===== src/rtl/tmds_pkg.sv =====
// Shared TMDS symbol constants and types for the DVI/HDMI lane encoder.
// Optional HDMI preamble/guard band: define TMDS_HDMI_GUARD_EN.
package tmds_pkg;

   typedef logic [9:0] tmds_sym_t;

   localparam tmds_sym_t CTRL_00 = 10'h354;
   localparam tmds_sym_t CTRL_01 = 10'h0AB;
   localparam tmds_sym_t CTRL_10 = 10'h154;
   localparam tmds_sym_t CTRL_11 = 10'h2AB;

   localparam tmds_sym_t GUARD_VID_CH0 = 10'h2CC;
   localparam tmds_sym_t GUARD_VID_CH1 = 10'h133;
   localparam tmds_sym_t GUARD_VID_CH2 = 10'h2CC;

`ifdef TMDS_HDMI_GUARD_EN
   localparam int GUARD_DELAY = 10;
   localparam int LATENCY     = 12;
`else
   localparam int LATENCY     = 2;
`endif

   typedef enum logic [1:0] {
      GK_NONE,
      GK_PREAMBLE,
      GK_GUARD
   } guard_kind_t;

   typedef struct packed {
      logic [23:0] data;
      logic        hsync;
      logic        vsync;
      logic        active;
   } natv_beat_t;

   function automatic tmds_sym_t ctrl_code(input logic [1:0] c);
      case (c)
         2'b00:   return CTRL_00;
         2'b01:   return CTRL_01;
         2'b10:   return CTRL_10;
         default: return CTRL_11;
      endcase
   endfunction

endpackage


===== src/rtl/tmds_channel_enc.sv =====
// One TMDS lane: transition-minimising stage and DC-balancing stage in a
// single registered step; owns the lane's running disparity counter.
module tmds_channel_enc
   import tmds_pkg::*;
(
   input  logic       natv_clk,
   input  logic       rst_n,
   input  logic [7:0] data,
   input  logic       de,
   input  logic [1:0] ctrl,
   output tmds_sym_t  sym
);

   function automatic logic [8:0] min_transition(input logic [7:0] d);
      logic [8:0] q;
      logic [3:0] n1;
      logic       use_xnor;
      n1       = 4'($countones(d));
      use_xnor = (n1 > 4'd4) || ((n1 == 4'd4) && !d[0]);
      q[0]     = d[0];
      for (int i = 1; i < 8; i++)
         q[i] = use_xnor ? ~(q[i-1] ^ d[i]) : (q[i-1] ^ d[i]);
      q[8]     = ~use_xnor;
      return q;
   endfunction

   // Counter is 6 bits so the full -16..+16 span is representable without wrap.
   logic signed [5:0] cnt, cnt_d;
   logic signed [5:0] diff;
   logic        [8:0] q_m;
   logic        [3:0] n1q;
   tmds_sym_t         sym_d;

   always_comb begin
      // NOTE: every always_comb output gets a default first so no path infers a latch.
      sym_d = ctrl_code(ctrl);
      cnt_d = '0;
      q_m   = min_transition(data);
      n1q   = 4'($countones(q_m[7:0]));
      diff  = $signed({1'b0, n1q, 1'b0}) - 6'sd8;
      if (de) begin
         if (cnt == 6'sd0 || diff == 6'sd0) begin
            sym_d = {~q_m[8], q_m[8], q_m[8] ? q_m[7:0] : ~q_m[7:0]};
            cnt_d = cnt + (q_m[8] ? diff : -diff);
         end else if ((cnt > 6'sd0 && diff > 6'sd0) || (cnt < 6'sd0 && diff < 6'sd0)) begin
            sym_d = {1'b1, q_m[8], ~q_m[7:0]};
            cnt_d = cnt + (q_m[8] ? 6'sd2 : 6'sd0) - diff;
         end else begin
            sym_d = {1'b0, q_m[8], q_m[7:0]};
            cnt_d = cnt - (q_m[8] ? 6'sd0 : 6'sd2) + diff;
         end
      end
   end

   // NOTE: sequential state uses non-blocking assignments so all lanes update together.
   always_ff @(posedge natv_clk) begin
      if (!rst_n) begin
         sym <= CTRL_00;
         cnt <= '0;
      end else begin
         sym <= sym_d;
         cnt <= cnt_d;
      end
   end

endmodule


===== src/rtl/tmds_encoder.sv =====
// Three-lane DVI TMDS encoder fed by the native video stream.
// Define TMDS_HDMI_GUARD_EN for the HDMI video preamble and guard band.
module tmds_encoder
   import tmds_pkg::*;
#(
   parameter int DWID     = 24,
   parameter bit SYNC_INV = 1'b0
) (
   input  logic            natv_clk,
   input  logic            rst_n,
   input  logic [DWID-1:0] natv_data,
   input  logic            natv_hsync,
   input  logic            natv_vsync,
   input  logic            natv_active,
   output logic [9:0]      tmds_ch0,
   output logic [9:0]      tmds_ch1,
   output logic [9:0]      tmds_ch2,
   output logic            tmds_de
);

   natv_beat_t in_q;
   natv_beat_t enc_in;
   tmds_sym_t  sym0, sym1, sym2;
   logic       de_q;

   // Sync polarity is fixed up before registering so reset leaves ctrl code 00.
   always_ff @(posedge natv_clk) begin
      if (!rst_n) begin
         in_q <= '0;
      end else begin
         in_q.data   <= natv_data;
         in_q.hsync  <= natv_hsync ^ SYNC_INV;
         in_q.vsync  <= natv_vsync ^ SYNC_INV;
         in_q.active <= natv_active;
      end
   end

`ifdef TMDS_HDMI_GUARD_EN
   natv_beat_t  dly [GUARD_DELAY];
   logic [3:0]  blank_cnt;
   logic [3:0]  seq_cnt;
   logic [3:0]  slot_pos;
   logic        rise;
   guard_kind_t kind, kind_q;

   // slot_pos counts down the slots still ahead of the first pixel of the line.
   always_comb begin
      rise     = in_q.active && (blank_cnt == 4'(GUARD_DELAY));
      slot_pos = rise ? 4'(GUARD_DELAY) : seq_cnt;
      kind     = GK_NONE;
      if (slot_pos >= 4'd3)
         kind = GK_PREAMBLE;
      else if (slot_pos != 4'd0)
         kind = GK_GUARD;
   end

   always_ff @(posedge natv_clk) begin
      if (!rst_n) begin
         // NOTE: the delay line is reset so no stale pixel escapes after reset release.
         for (int i = 0; i < GUARD_DELAY; i++)
            dly[i] <= '0;
         blank_cnt <= '0;
         seq_cnt   <= '0;
         kind_q    <= GK_NONE;
      end else begin
         dly[0] <= in_q;
         for (int i = 1; i < GUARD_DELAY; i++)
            dly[i] <= dly[i-1];
         if (in_q.active)
            blank_cnt <= '0;
         else if (blank_cnt != 4'(GUARD_DELAY))
            blank_cnt <= blank_cnt + 4'd1;
         if (rise)
            seq_cnt <= 4'(GUARD_DELAY - 1);
         else if (seq_cnt != 4'd0)
            seq_cnt <= seq_cnt - 4'd1;
         kind_q <= kind;
      end
   end

   assign enc_in = dly[GUARD_DELAY-1];

   always_comb begin
      tmds_ch0 = sym0;
      tmds_ch1 = sym1;
      tmds_ch2 = sym2;
      case (kind_q)
         GK_PREAMBLE: begin
            tmds_ch1 = CTRL_01;
            tmds_ch2 = CTRL_00;
         end
         GK_GUARD: begin
            tmds_ch0 = GUARD_VID_CH0;
            tmds_ch1 = GUARD_VID_CH1;
            tmds_ch2 = GUARD_VID_CH2;
         end
         default: ;
      endcase
   end
`else
   assign enc_in   = in_q;
   assign tmds_ch0 = sym0;
   assign tmds_ch1 = sym1;
   assign tmds_ch2 = sym2;
`endif

   always_ff @(posedge natv_clk) begin
      if (!rst_n)
         de_q <= 1'b0;
      else
         de_q <= enc_in.active;
   end

   assign tmds_de = de_q;

   tmds_channel_enc u_enc0 (
      .natv_clk (natv_clk),
      .rst_n    (rst_n),
      .data     (enc_in.data[7:0]),
      .de       (enc_in.active),
      .ctrl     ({enc_in.vsync, enc_in.hsync}),
      .sym      (sym0)
   );

   tmds_channel_enc u_enc1 (
      .natv_clk (natv_clk),
      .rst_n    (rst_n),
      .data     (enc_in.data[15:8]),
      .de       (enc_in.active),
      .ctrl     (2'b00),
      .sym      (sym1)
   );

   tmds_channel_enc u_enc2 (
      .natv_clk (natv_clk),
      .rst_n    (rst_n),
      .data     (enc_in.data[23:16]),
      .de       (enc_in.active),
      .ctrl     (2'b00),
      .sym      (sym2)
   );

endmodule

===== config.mk =====
export PLATFORM = sky130hd
export DESIGN_NAME = tmds_encoder
export DESIGN_NICKNAME = d
export VERILOG_FILES = /design/src/rtl/tmds_pkg.sv /design/src/rtl/tmds_channel_enc.sv /design/src/rtl/tmds_encoder.sv
export SDC_FILE = /design/constraint.sdc
export NUM_CORES = 1
export LEC_CHECK = 0
export BUFFER_PORTS_ARGS = -buffer_cell sky130_fd_sc_hd__buf_2
export CORE_MARGIN = 3
export CORE_UTILIZATION = 47
export DETAILED_ROUTE_END_ITERATION = 10
export PLACE_DENSITY = 0.65
export SETUP_SLACK_MARGIN = 0.02
export SYNTH_ARGS = -nofsm -noshare
export SYNTH_HDL_FRONTEND = slang
export SYNTH_HIERARCHICAL = 1
export SYNTH_SLANG_ARGS = --single-unit

===== constraint.sdc =====
create_clock -name natv_clk -period 20.2 [get_ports natv_clk]
set_input_delay 1.01 -clock natv_clk [delete_from_list [all_inputs] [get_ports natv_clk]]
set_output_delay 1.01 -clock natv_clk [all_outputs]
set_load 0.05 [all_outputs]

==> metrics.txt <==
slew margin rel.=about two fifths; fmax=123 MHz; WL final=roughly 13000 um; RSZ-0062 raised after global routing=false; die height=~120 um; minimum clock period=about 8000 ps; DRC viols=0; Crit. End Element=flip-flop; pin count of the biggest net entering global routing=41; hold depth=2; Hold Buf Count CTS=0; Synth top cells by count=inv_1 (126), ha_1 (87), dfxtp_1 (73); hold path start=enc_in[3]$_SDFF_PN0_; crit start category=flip-flop; Final Setup Violations=0; Post-synth EDFFs=0; CP Max Fanout=13; CTS tree=yes; ys flop type=dfxtp_1; CTS Buf Count=9; Synth top area share=22.3%; CP max stage delay=approximately 570 ps; GR Overflow Total=0; layout cells sized above 1=16.8%; antenna violations before repair=0; gp weighted congestion=0.890; DP Cell Count=around 930; Antenna diodes=0; final hold viol count=0; area leader, netlist=dfxtp_1; Die W=between 100 and 150 um; Via density=4.96; TritonRoute pass-1 iters=4; die area=15400 um^2; Skew-Pair Late Insertion Delay=between 300 and 400 ps; Post-Syn Instances=between 600 and 700; Area growth syn-to-layout=12.9%; number of global-route vias before repair=between 4000 and 5000; CTS H-Tree Depth=3; Synth Cell Area=around 6600 um^2; I/O Buffers=a little under 60; CP most frequent cell=fa_1; cell family with most CP delay=adder cells; Iter 0 DRT Violations=between 200 and 250; total vias in the final route=4707; Total Nets Final=between 900 and 1000; Hold Path End=u_enc0/sym[0]$_SDFF_PN0_; WL/cell=around 14 um; Non-Filler Instances=between 900 and 1000; Slew @ Worst Pin=around 880 ps; # rows=42; CTS root buf=clkbuf_16; worst path bufs/invs=6; Worst path slowest cell=fa_1; maxcap violations=0; Starting Density=between 40% and 50%; Slew Viols, Final=0; Worst Path Required=around 20000 ps; Hold Crit Class=reg2reg; FF+latch count, synth=73; gr usage total=a little under a fifth; setup TNS=0 ps; Crit Path Class=reg2reg; Reg2Reg Setup Slack=12060 ps; CP arrival=approximately 8400 ps; Post-CTS Setup Bufs=0; reg2reg path depth=28; CTS clock-pin slew for the worst setup and hold paths=~60 ps; clk_skew=8.74 ps; hpwl dp=approximately 10000 um; Synth warnings=6; first-pass GRT wire length=between 20000 and 25000 um; DRT antenna net count=0; # resized after CTS=0; final worst path period share=between 40% and 50%; post-synthesis sequential area ratio=around 22%; total I/O pin count=60; Unique masters post-synth=52; Reg-to-Reg End=u_enc2/cnt[5]$_SDFF_PN0_; Mean Syn Cell Area=around 9.4 um^2; ys async rst share=0%; worst r2r src=enc_in[19]$_SDFF_PN0_; most frequent cell after synthesis=inv_1; ranking of synthesized cells by area=dfxtp_1 (22%), ha_1 (17%), fa_1 (13%); CTS max path bufs=2; core area=around 13000 um^2; status=finished clean; clock sinks=73
==> registers in the layout, indices dropped and copies added (netlist names) <==
name and cells:
enc_in 27, u_enc0/sym 10, u_enc1/sym 10, u_enc2/sym 10, u_enc0/cnt 5, u_enc1/cnt 5, u_enc2/cnt 5, tmds_de 1
==> through the flow <==
stage | util, % | worst slack (ps) | hold slack (ps) | instance area (um^2)
2_1_floorplan | - | 12310 | 532 | 6600
3_3_place_gp | 52.6 | 12310 | 601 | 7070
3_5_place_dp | 52.6 | 12000 | 614 | 7070
4_1_cts | 55.0 | 12010 | 624 | 7400
5_1_grt | 55.0 | 11590 | 665 | 7400
6_report | 55.0 | 12060 | 612 | 7400
==> cell families after synthesis <==
| family | after synthesis | share of synthesized area, % |
|---|---|---|
| other cells | 1 | 0.0572 |
| xor+xnor | 97 | 15.0 |
| mux | 14 | 2.14 |
| simple gates | 118 | 9.69 |
| fa+ha+maj | 129 | 29.4 |
| compound gates | 126 | 13.2 |
| flops | 73 | 22.3 |
| buf+inv | 137 | 8.20 |
==> worst register-to-register path, delay by kind of cell (launching register included) <==
family | cells | cell delay (ps)
AO/OA/AOI/OAI | 5 | 1120
XOR/XNOR | 2 | 630
adder cells (fa/ha/maj) | 12 | 4720
buffers and inverters | 6 | 550
flip-flops | 1 | 380
multiplexers | 1 | 160
AND/OR/NAND/NOR | 2 | 480
==> layer usage <==
layer | up-vias | GRT usage, % | part of all wire, %
met5 | - | 0 | 0
met4 | 0 | 4.24 | 1.0
met3 | 15 | 3.41 | 4.9
met2 | 89 | 29.4 | 45
met1 | 2228 | 26.4 | 49
li1 | 2375 | - | -
==> area by class of cell <==
class	instances	area, um^2
clock buffers	10	239
clock inverters	6	90.1
fillers	1216	6050
inverters	126	473
multi-input cells	496	4600
flip-flops and latches	73	1460
well taps	176	220
repair buffers	62	318
==> cells in the final DEF, fill, tap and decap left out, types with 4 or more instances in the layout <==
cell type	n
and2_1	6
a21oi_1	31
and2_2	22
mux2i_1	14
ha_1	87
nand2b_1	7
o21ai_1	4
a21o_1	21
o21bai_1	5
a211oi_1	8
xnor2_1	67
fa_1	42
nor2b_1	5
nor2_1	39
dfxtp_1	73
inv_1	126
conb_1	12
o211ai_1	6
a31oi_1	5
clkbuf_16	9
nand2_1	22
xor2_1	19
buf_2	59
o21ai_0	23
xnor2_2	4
==> worst max-delay path by stage <==
| stage | startpoint | endpoint | cells past startpoint |
|---|---|---|---|
| floorplan | enc_in[19]$_SDFF_PN0_ | u_enc2/cnt[5]$_SDFF_PN0_ | 28 |
| global placement | enc_in[19]$_SDFF_PN0_ | u_enc2/cnt[5]$_SDFF_PN0_ | 28 |
| detailed placement | enc_in[19]$_SDFF_PN0_ | u_enc2/cnt[5]$_SDFF_PN0_ | 28 |
| CTS | enc_in[19]$_SDFF_PN0_ | u_enc2/cnt[5]$_SDFF_PN0_ | 28 |
| global route | enc_in[19]$_SDFF_PN0_ | u_enc2/cnt[5]$_SDFF_PN0_ | 28 |
| finish | enc_in[19]$_SDFF_PN0_ | u_enc2/cnt[5]$_SDFF_PN0_ | 28 |
Power is not shown: default switching activity piles up to over one toggle a cycle in this logic, so the estimate is an artifact.
